[src/rtl/ysyx_041461_ifreg_pkg.sv]
// Shared definitions for the ysyx_041461 fetch front end.
//   - writeback redirect encodings (NOP / MTVEC / MEPC)
//   - trap codes carried with each fetch slot
//   - fetch FSM state encoding
//   - default reset PC and bubble instruction word
package ysyx_041461_ifreg_pkg;

  localparam logic [63:0] DEFAULT_RESET_PC = 64'h0000_0000_8000_0000;
  localparam logic [31:0] DEFAULT_NOP_INST = 32'h0000_0013;

  // Bit positions inside the machine CSRs that gate the timer interrupt.
  localparam int MSTATUS_MIE = 3;
  localparam int MIE_MTIE    = 7;
  localparam int MIP_MTIP    = 7;

  typedef enum logic [1:0] {
    NOP   = 2'd0,
    MTVEC = 2'd1,
    MEPC  = 2'd2
  } wb_ctrl_e;

  typedef enum logic [3:0] {
    TRAP_NOP        = 4'd0,
    IF_MISALIGN     = 4'd1,
    TIMER_INTERRUPT = 4'd2
  } trap_e;

  typedef enum logic [1:0] {
    REQ      = 2'd0,
    WAIT     = 2'd1,
    HOLD     = 2'd2,
    TRAPWAIT = 2'd3
  } if_state_e;

endpackage

[src/rtl/ysyx_041461_ifreg_irq_chk.sv]
// Fetch-time trap detection.
//   mstatus, mie, mip : machine CSRs from writeback (only MIE/MTIE/MTIP used)
//   pc_low            : low two bits of the current fetch PC
//   trap_hit          : a bubble must be issued instead of a fetch
//   trap_code         : TIMER_INTERRUPT beats IF_MISALIGN; TRAP_NOP otherwise
module ysyx_041461_ifreg_irq_chk
  import ysyx_041461_ifreg_pkg::*;
(
  input  logic [63:0] mstatus,
  input  logic [63:0] mie,
  input  logic [63:0] mip,
  input  logic [1:0]  pc_low,
  output logic        trap_hit,
  output logic [3:0]  trap_code
);

  logic irq;
  logic misalign;

  assign irq      = mstatus[MSTATUS_MIE] & mie[MIE_MTIE] & mip[MIP_MTIP];
  assign misalign = |pc_low;
  assign trap_hit = irq | misalign;

  always_comb begin
    trap_code = TRAP_NOP;
    if (irq)           trap_code = TIMER_INTERRUPT;
    else if (misalign) trap_code = IF_MISALIGN;
  end

  // Remaining CSR bits are irrelevant to fetch.
  logic unused_csr_bits;
  assign unused_csr_bits = ^{mstatus[63:4], mstatus[2:0],
                             mie[63:8], mie[6:0], mip[63:8], mip[6:0]};

endmodule

[src/rtl/ysyx_041461_ifreg.sv]
// PC register and instruction-fetch front end of the ysyx_041461 core.
//   clk, rst            : clock, synchronous active-high reset
//   WB_IFreg_*, WB_IF_* : writeback redirect request, trap vector, mepc, CSRs
//   IF_WB_ready         : writeback redirect accepted in this cycle
//   EXE_jump_*          : branch/jump redirect from execute
//   IF_req_* / IF_rsp_* : instruction-memory request / response
//   IF_valid/pc/inst/trap, IF_ID_ready : output slot toward IF/ID
//   dbg_state           : current fetch FSM state
//
// Handshakes: a transfer happens on a clock edge where valid and ready are
// both high. IF_req_valid is held only while in REQ; the memory returns
// exactly one IF_rsp_valid pulse per accepted request, at least one cycle
// later. The output slot is held stable until IF_valid & IF_ID_ready.
module ysyx_041461_ifreg
  import ysyx_041461_ifreg_pkg::*;
#(
  parameter logic [63:0] RESET_PC = DEFAULT_RESET_PC,
  parameter logic [31:0] NOP_INST = DEFAULT_NOP_INST
) (
  input  logic        clk,
  input  logic        rst,
  input  logic [1:0]  WB_IFreg_ctrl,
  input  logic [63:0] WB_IFreg_mtvec,
  input  logic [63:0] WB_IFreg_mepc,
  input  logic [63:0] WB_IF_mstatus,
  input  logic [63:0] WB_IF_mie,
  input  logic [63:0] WB_IF_mip,
  output logic        IF_WB_ready,
  input  logic        EXE_jump_valid,
  input  logic [63:0] EXE_jump_pc,
  output logic        IF_req_valid,
  output logic [63:0] IF_req_addr,
  input  logic        IF_req_ready,
  input  logic        IF_rsp_valid,
  input  logic [31:0] IF_rsp_data,
  output logic        IF_valid,
  output logic [63:0] IF_pc,
  output logic [31:0] IF_inst,
  output logic [3:0]  IF_trap,
  input  logic        IF_ID_ready,
  output logic [1:0]  dbg_state
);

  if_state_e   state, state_nxt;
  logic [63:0] pc, pc_nxt;
  logic        drop, drop_nxt;
  logic        slot_valid, slot_valid_nxt;
  logic [31:0] inst, inst_nxt;
  logic [3:0]  trap, trap_nxt;

  logic        trap_hit;
  logic [3:0]  trap_code;
  logic        wb_ready;
  logic        wb_take;
  logic        redirect;
  logic [63:0] redirect_pc;
  logic        req_valid;

  ysyx_041461_ifreg_irq_chk u_irq_chk (
    .mstatus   (WB_IF_mstatus),
    .mie       (WB_IF_mie),
    .mip       (WB_IF_mip),
    .pc_low    (pc[1:0]),
    .trap_hit  (trap_hit),
    .trap_code (trap_code)
  );

  // State register.
  always_ff @(posedge clk) begin
    if (rst) state <= REQ;
    else     state <= state_nxt;
  end

  // PC and output-slot registers.
  always_ff @(posedge clk) begin
    if (rst) begin
      pc         <= RESET_PC;
      drop       <= 1'b0;
      slot_valid <= 1'b0;
      inst       <= '0;
      trap       <= TRAP_NOP;
    end else begin
      pc         <= pc_nxt;
      drop       <= drop_nxt;
      slot_valid <= slot_valid_nxt;
      inst       <= inst_nxt;
      trap       <= trap_nxt;
    end
  end

  // Output / redirect decode. Writeback may only redirect when no live
  // fetch is outstanding; a fetch already marked for dropping is not live.
  always_comb begin
    wb_ready    = (state != WAIT) | drop;
    wb_take     = wb_ready & ((WB_IFreg_ctrl == MTVEC) | (WB_IFreg_ctrl == MEPC));
    redirect    = wb_take | EXE_jump_valid;
    redirect_pc = EXE_jump_pc;
    if (wb_take) begin
      redirect_pc = (WB_IFreg_ctrl == MTVEC) ? {WB_IFreg_mtvec[63:2], 2'b00}
                                             : WB_IFreg_mepc;
    end
    // A redirecting cycle issues nothing, so the old PC never reaches
    // memory and the new target is requested the following cycle.
    req_valid   = ~rst & (state == REQ) & ~trap_hit & ~redirect;
  end

  // Next-state logic.
  always_comb begin
    state_nxt      = state;
    pc_nxt         = pc;
    drop_nxt       = drop;
    slot_valid_nxt = slot_valid;
    inst_nxt       = inst;
    trap_nxt       = trap;
    if (redirect) begin
      pc_nxt         = redirect_pc;
      slot_valid_nxt = 1'b0;
      // With a response still owed, stay in WAIT and throw it away when it
      // shows up; otherwise start fetching the target right away.
      if ((state == WAIT) && !IF_rsp_valid) begin
        state_nxt = WAIT;
        drop_nxt  = 1'b1;
      end else begin
        state_nxt = REQ;
        drop_nxt  = 1'b0;
      end
    end else begin
      case (state)
        REQ: begin
          if (trap_hit) begin
            slot_valid_nxt = 1'b1;
            inst_nxt       = NOP_INST;
            trap_nxt       = trap_code;
            state_nxt      = HOLD;
          end else if (IF_req_ready) begin
            state_nxt = WAIT;
          end
        end
        WAIT: begin
          if (IF_rsp_valid) begin
            if (drop) begin
              drop_nxt  = 1'b0;
              state_nxt = REQ;
            end else begin
              slot_valid_nxt = 1'b1;
              inst_nxt       = IF_rsp_data;
              trap_nxt       = TRAP_NOP;
              state_nxt      = HOLD;
            end
          end
        end
        HOLD: begin
          if (IF_ID_ready) begin
            slot_valid_nxt = 1'b0;
            if (trap != TRAP_NOP) begin
              state_nxt = TRAPWAIT;
            end else begin
              pc_nxt    = pc + 64'd4;
              state_nxt = REQ;
            end
          end
        end
        TRAPWAIT: begin
          state_nxt = TRAPWAIT;
        end
        default: state_nxt = REQ;
      endcase
    end
  end

  assign IF_WB_ready  = wb_ready;
  assign IF_req_valid = req_valid;
  assign IF_req_addr  = pc;
  assign IF_valid     = slot_valid;
  assign IF_pc        = pc;
  assign IF_inst      = inst;
  assign IF_trap      = trap;
  assign dbg_state    = state;

  // Direct-mode trap vector: the mode bits are not part of the target.
  logic unused_mtvec_mode;
  assign unused_mtvec_mode = ^WB_IFreg_mtvec[1:0];

endmodule

[config.mk]
export PLATFORM = sky130hd
export DESIGN_NAME = ysyx_041461_ifreg
export DESIGN_NICKNAME = d
export VERILOG_FILES = /design/src/rtl/ysyx_041461_ifreg_pkg.sv /design/src/rtl/ysyx_041461_ifreg_irq_chk.sv /design/src/rtl/ysyx_041461_ifreg.sv
export SDC_FILE = /design/constraint.sdc
export NUM_CORES = 1
export LEC_CHECK = 0
export ABC_AREA = 1
export CAP_MARGIN = 20
export CORE_AREA = 2 2 233 235
export DETAILED_ROUTE_END_ITERATION = 8
export DIE_AREA = 0 0 235 237
export SYNTH_ARGS = -nofsm -noshare
export SYNTH_HDL_FRONTEND = slang
export SYNTH_HIERARCHICAL = 1
export SYNTH_SLANG_ARGS = --single-unit
[constraint.sdc]
create_clock -name clk -period 2.9 [get_ports clk]
set_input_delay 0.435 -clock clk [delete_from_list [all_inputs] [get_ports clk]]
set_output_delay 0.435 -clock clk [all_outputs]
set_load 0.02 [all_outputs]
# Yosys cells after proc, flatten, opt, wreduce, memory -nomap -nowiden
# Index checks and enable logic that the tools add are counted.
[classes]
n_addsub = 1
n_eq_ne = 14
muxes = 34
n_bitwise = 13
reduce_logical = 17
[ops]
columns = ["operator", "n"]
rows = [
  ["two-way mux 64 bit", 6],
  ["two-way mux 32 bit", 3],
  ["adder 64 x 3 -> 64 bit (second input constant)", 1],
  ["one-hot mux 32 bit (2 select lines)", 1],
  ["two-way mux 4 bit", 4],
  ["two-way mux 2 bit", 7],
  ["two-way mux 1 bit", 10],
  ["inequality test 2 bit (second input constant)", 5],
  ["AND reduction 5 bit", 2],
  ["nonzero test 2 bit", 5],
  ["one-hot mux 2 bit (4 select lines)", 1],
  ["one-hot mux 4 bit (2 select lines)", 1],
  ["AND 1 bit", 6],
  ["equality test 2 bit (second input constant)", 3],
  ["inequality test 3 bit (second input constant)", 2],
  ["AND reduction 3 bit", 2],
  ["equality test 2 x 1 -> 1 bit (second input constant)", 2],
  ["inequality test 4 bit (second input constant)", 1],
  ["bitwise OR 1 bit", 4],
  ["nonzero test 4 bit", 1],
  ["OR reduction 2 bit", 2],
  ["inverter 1 bit", 3],
  ["one-hot mux 1 bit (3 select lines)", 1],
  ["nonzero test 3 bit", 1],
  ["other kinds (5)", 5],
]
[totals]
regBits = 104
in_bits = 424
output_inout_bits = 169
word_cells = 85

# Depth between registers and ports, before layout
[depth]
ltp_word = 6
mapped_depth = 12
mapped_depth_nobuf = 10

# By module
# Netlist, hierarchy kept.
[by_module_without_submodules]
columns = ["mod", "n_inst", "cells_each", "area_each_um2", "seq_area_each_um2"]
rows = [
  ["ysyx_041461_ifreg", 1, 1394, 8145.3, 2082.0],
  ["ysyx_041461_ifreg_irq_chk", 1, 13, 68.8, 0.0],
]

# Worst setup path before layout
# No wires, ideal clock.
[synth_timing]
kind = "flip-flop to output port"
start = "register state[0] (netlist: dbg_state[0])"
end = "output port IF_req_valid"
arrival_time_ns = 1.661
t_required_ns = 2.465
path_slack_ns = 0.804
stages_incl_launch_ff = 10
n_path_buf = 1
cell_sequence = "dfxtp_1 inv_1 nor2_4 nand2_2 nand2_4 nand2_2 inv_2 buf_2 nand2_1 nor2_1"
[synth_between]
elab_chain_len = 6
[synth_lines]
columns = ["element", "line", "source"]
rows = [
  ["start: declaration", "ysyx_041461_ifreg.sv:44", "if_state_e state, state_nxt;"],
  ["start signal: assignment", "ysyx_041461_ifreg.sv:71", "else state <= state_nxt;"],
  ["inequality test 2 x 1 -> 1 bit", "ysyx_041461_ifreg.sv:94", "wb_ready = (state != WAIT) | drop;"],
  ["bitwise OR 1 bit", "ysyx_041461_ifreg.sv:94", ""],
  ["via IF_WB_ready", "ysyx_041461_ifreg.sv:28", "output logic IF_WB_ready,"],
  ["AND 1 bit", "ysyx_041461_ifreg.sv:95", "wb_take = wb_ready & ((WB_IFreg_ctrl == MTVEC) | (WB_IFreg_ctrl == MEPC));"],
  ["bitwise OR 1 bit", "ysyx_041461_ifreg.sv:96", "redirect = wb_take | EXE_jump_valid;"],
  ["inverter 1 bit (no line)", "-", ""],
  ["AND 1 bit", "ysyx_041461_ifreg.sv:104", "req_valid = ~rst & (state == REQ) & ~trap_hit & ~redirect;"],
  ["end: declaration", "ysyx_041461_ifreg.sv:31", "output logic IF_req_valid,"],
]
# The timed path passes the listed nets, and every way through them passes these cells.

# Worst setup path after layout
[layout_timing]
start = "input port WB_IFreg_ctrl[1]"
end = "output port IF_req_valid"
[layout_between]
elab_chain_len = 6
[layout_lines]
columns = ["element", "line", "source"]
rows = [
  ["start: declaration", "ysyx_041461_ifreg.sv:22", "input logic [1:0] WB_IFreg_ctrl,"],
  ["equality test 2 x 1 -> 1 bit / equality test 2 bit (equally long branches)", "ysyx_041461_ifreg.sv:95", ""],
  ["bitwise OR 1 bit (*)", "ysyx_041461_ifreg.sv:95", ""],
  ["AND 1 bit (*)", "ysyx_041461_ifreg.sv:95", ""],
  ["bitwise OR 1 bit (*)", "ysyx_041461_ifreg.sv:96", ""],
  ["inverter 1 bit (no line) (*)", "-", ""],
  ["AND 1 bit (*)", "ysyx_041461_ifreg.sv:104", ""],
]
# Every way passes the cells marked *; elsewhere a longest branch is shown, timed or not.

==> flow_summary.ini <==
[synthesis]
yosys_most_used_dff = dfxtp_1
synth_area_mm2 = 0.00821
synth_edf_count = 0
synthArstFlopShare_pct = 0
ys_seq_area_share_pct = 25.3
avgSynthCellArea_um2 = 5.84
ys_seq_elements = 104
yosys_warnings = 6
ys_types = 33
synth_cells = 1407

[status]
status = finished clean

[setup_path]
cp.required_ns = 2.47
critPathLaunch = WB_IFreg_ctrl[1]
r2r_cells = 9
setup.worst_path.end = IF_req_valid
timing.rr.start = IF_pc[2]$_SDFFE_PP0P_
worstSetupEndpointType = output pin
r2r_end = IF_pc[58]$_SDFFE_PP0P_
arrival_ns = 2.38
worstSetupStartpointType = primary input
crit_type = in -> out
rrSetupSlack_ns = 0.51
worstPathMaxFanout = 5

[timing]
tightest_slew_ns = 0.677
fin_skew_ns = 0.0145
setup_violations = 0
setup_tns_ns = 0
relSlewSlack_pct = 54.9
slew_violations = 0
fmax_mhz = 356
rsz0062_at_grt = false
setup_slack_ns = 0.0890
whs_ns = 0.471
fin_crit_sh_pct = 96.9
hold_viol = 0
period_minus_slack_ns = 2.81

[global_route]
grt.overflow.total = 0
antenna_found_initial = 1
grt_pass1_wl_mm = 66.7
grtUsageTotal_pct = 16.2
grt_pass1_vias = 10462
grt_max_degree = 83

[detailed_routing]
vias = 10511
wl_mm = 46.2
drt_iter0_markers = 775
postRouteAntennaNets = 0
dr.pass1.iters = 5
wl_per_cell_um = 19.1
via_per_inst = 4.36
drc_errors = 0

[final_layout]
seqCellArea_mm2 = 0.00208
stdcell_count = 2412
fin_util_pct = 24.2
layout.nets = 2137
fillers = 5961
diodes = 0
multi_input_area_mm2 = 0.00479
drive_above_1_share_pct = 3.96
area_delta_synth_final_pct = 57.0
final_common_cell = clkdlybuf4s50_1
final_cell_mix = clkdlybuf4s50_1, nand2_1, nor2_1, inv_1, o21ai_0

[pwr]
swShare_pct = 40.7
leakagePower_nw = 4.82
power_density_mw_per_mm2 = 425
p_int_w = 0.00325
pwr-share-clk_pct = 23.2
peakVddDrop_v = 0.000318
pwr-share-comb_pct = 42.1
p_sw_w = 0.00223
seqPwrFrac_pct = 34.6

[cts]
ctsLongestPathBuffers = 2
cts_sinks = 104
ctsHoldBuffers = 0
cts_tree = built
clk_latency_ns = 0.39
htreeDepth = 3
clkSlewWorstSetupHoldPaths_ns = 0.08
post_cts_buffers = 0
cts_resized = 0
numCtsBuffers = 9
root_buffer = clkbuf_16

[min_path]
hp-class = reg -> reg
holdCritStartpoint = IF_inst[30]$_SDFFE_PP0P_

[placed_design]
gp_congestion = 0.907
pre_cts_ws_ns = 0.117
hpwl_mm = 37.7
io_buffers = 401
dp.cells = 2396

[job]
drv_cap = 0

[floorplanning]
coreArea_mm2 = 0.0533
rows = 85
ioPinCount = 593
die_x_um = 235
dieHeight_um = 237
die-area_mm2 = 0.0557
start_util_pct = 15.4
==> per-stage QoR <==
stage               cell area (µm²)  power (W)
floorplan                      8220    0.00304
global placement              12600    0.00427
detailed placement            12600    0.00429
CTS                           12900    0.00559
global route                  12900    0.00580
finish                        12900    0.00548
==> per-layer routing <==
metal | track usage [%] | routed length, µm | vias up
met2 | 28.5 | 22200 | 461
met4 | 4.55 | 948 | 2
met5 | 0 | 13 | -
met3 | 3.66 | 3130 | 39
li1 | - | - | 5142
met1 | 19.8 | 19900 | 4867
==> power by group through the flow <==
stage,Clock [W],Sequential [W],Combinational (W)
2_1_floorplan,0,0.00193,0.00110
3_3_place_gp,0,0.00194,0.00234
3_5_place_dp,0,0.00194,0.00234
4_1_cts,0.00132,0.00191,0.00235
5_1_grt,0.00137,0.00193,0.00251
6_report,0.00127,0.00190,0.00231
==> synth_stat cells (2+ instances only) <==
library cell | number | area [µm²]
buf_2 | 21 | 105
o21ai_0 | 125 | 626
a31oi_1 | 14 | 87.6
nand2_4 | 2 | 22.5
nand3_1 | 123 | 616
o21ai_1 | 5 | 25.0
buf_1 | 3 | 11.3
o21bai_1 | 17 | 128
nand4_1 | 9 | 56.3
o31ai_1 | 3 | 22.5
buf_6 | 6 | 67.6
dfxtp_1 | 104 | 2080
buf_4 | 69 | 518
xor2_1 | 4 | 35.0
clkbuf_1 | 41 | 154
nor3_1 | 3 | 15.0
inv_1 | 128 | 480
nor2_1 | 220 | 826
ha_1 | 2 | 25.0
nand2_1 | 331 | 1240
o211ai_1 | 53 | 398
nand3b_1 | 11 | 82.6
nand2_2 | 4 | 25.0
inv_2 | 5 | 18.8
nor2_2 | 3 | 18.8
a21oi_1 | 94 | 470
==> worst max-delay path, stage by stage <==
cell and delay (ns):
clkdlybuf4s50_1 0.46, inv_1 0.05, ha_2 0.31, inv_1 0.06
nand2_4 0.11, nand2_4 0.08, inv_2 0.06, nand2_1 0.06
nor2_1 0.10, clkdlybuf4s50_1 0.64
==> sequential cells by signal, indices dropped and copies added, names as in the netlist <==
register / flops
IF_valid: 1
dbg_state: 2
drop: 1
IF_pc: 64
IF_inst: 32
IF_trap: 4
==> cell type report <==
type	count	area share, %
Timing Repair Buffer	432	33.8
Clock inverter	6	0.388
Multi-Input combinational cell	1030	37.1
Sequential cell	104	16.1
Tap cell	696	6.75
Inverter	134	3.93
Clock buffer	10	1.85
==> cells by family (layout without fill, tap and decap cells) <==
kind of cell / count (synthesis) / after routing / share of synthesized area (%)
compound gates: 312 / 312 / 21.5
xor+xnor: 5 / 5 / 0.533
fa+ha+maj: 2 / 2 / 0.305
buf+inv: 274 / 582 / 16.6
flops: 104 / 104 / 25.3
other cells: 1 / 2 / 0.0457
simple gates: 709 / 709 / 35.7
==> worst min-delay path by stage <==
stage	end	slack (ns)	cells after the start
3_5_place_dp	IF_inst[15]$_SDFFE_PP0P_	0.46	2
2_1_floorplan	drop$_SDFFE_PP0P_	0.47	2
5_1_grt	IF_inst[2]$_SDFFE_PP0P_	0.49	2
3_3_place_gp	IF_inst[16]$_SDFFE_PP0P_	0.45	2
4_1_cts	IF_inst[30]$_SDFFE_PP0P_	0.47	2
6_report	IF_inst[30]$_SDFFE_PP0P_	0.47	2
Note: power is estimated with default switching activity, not from simulation.
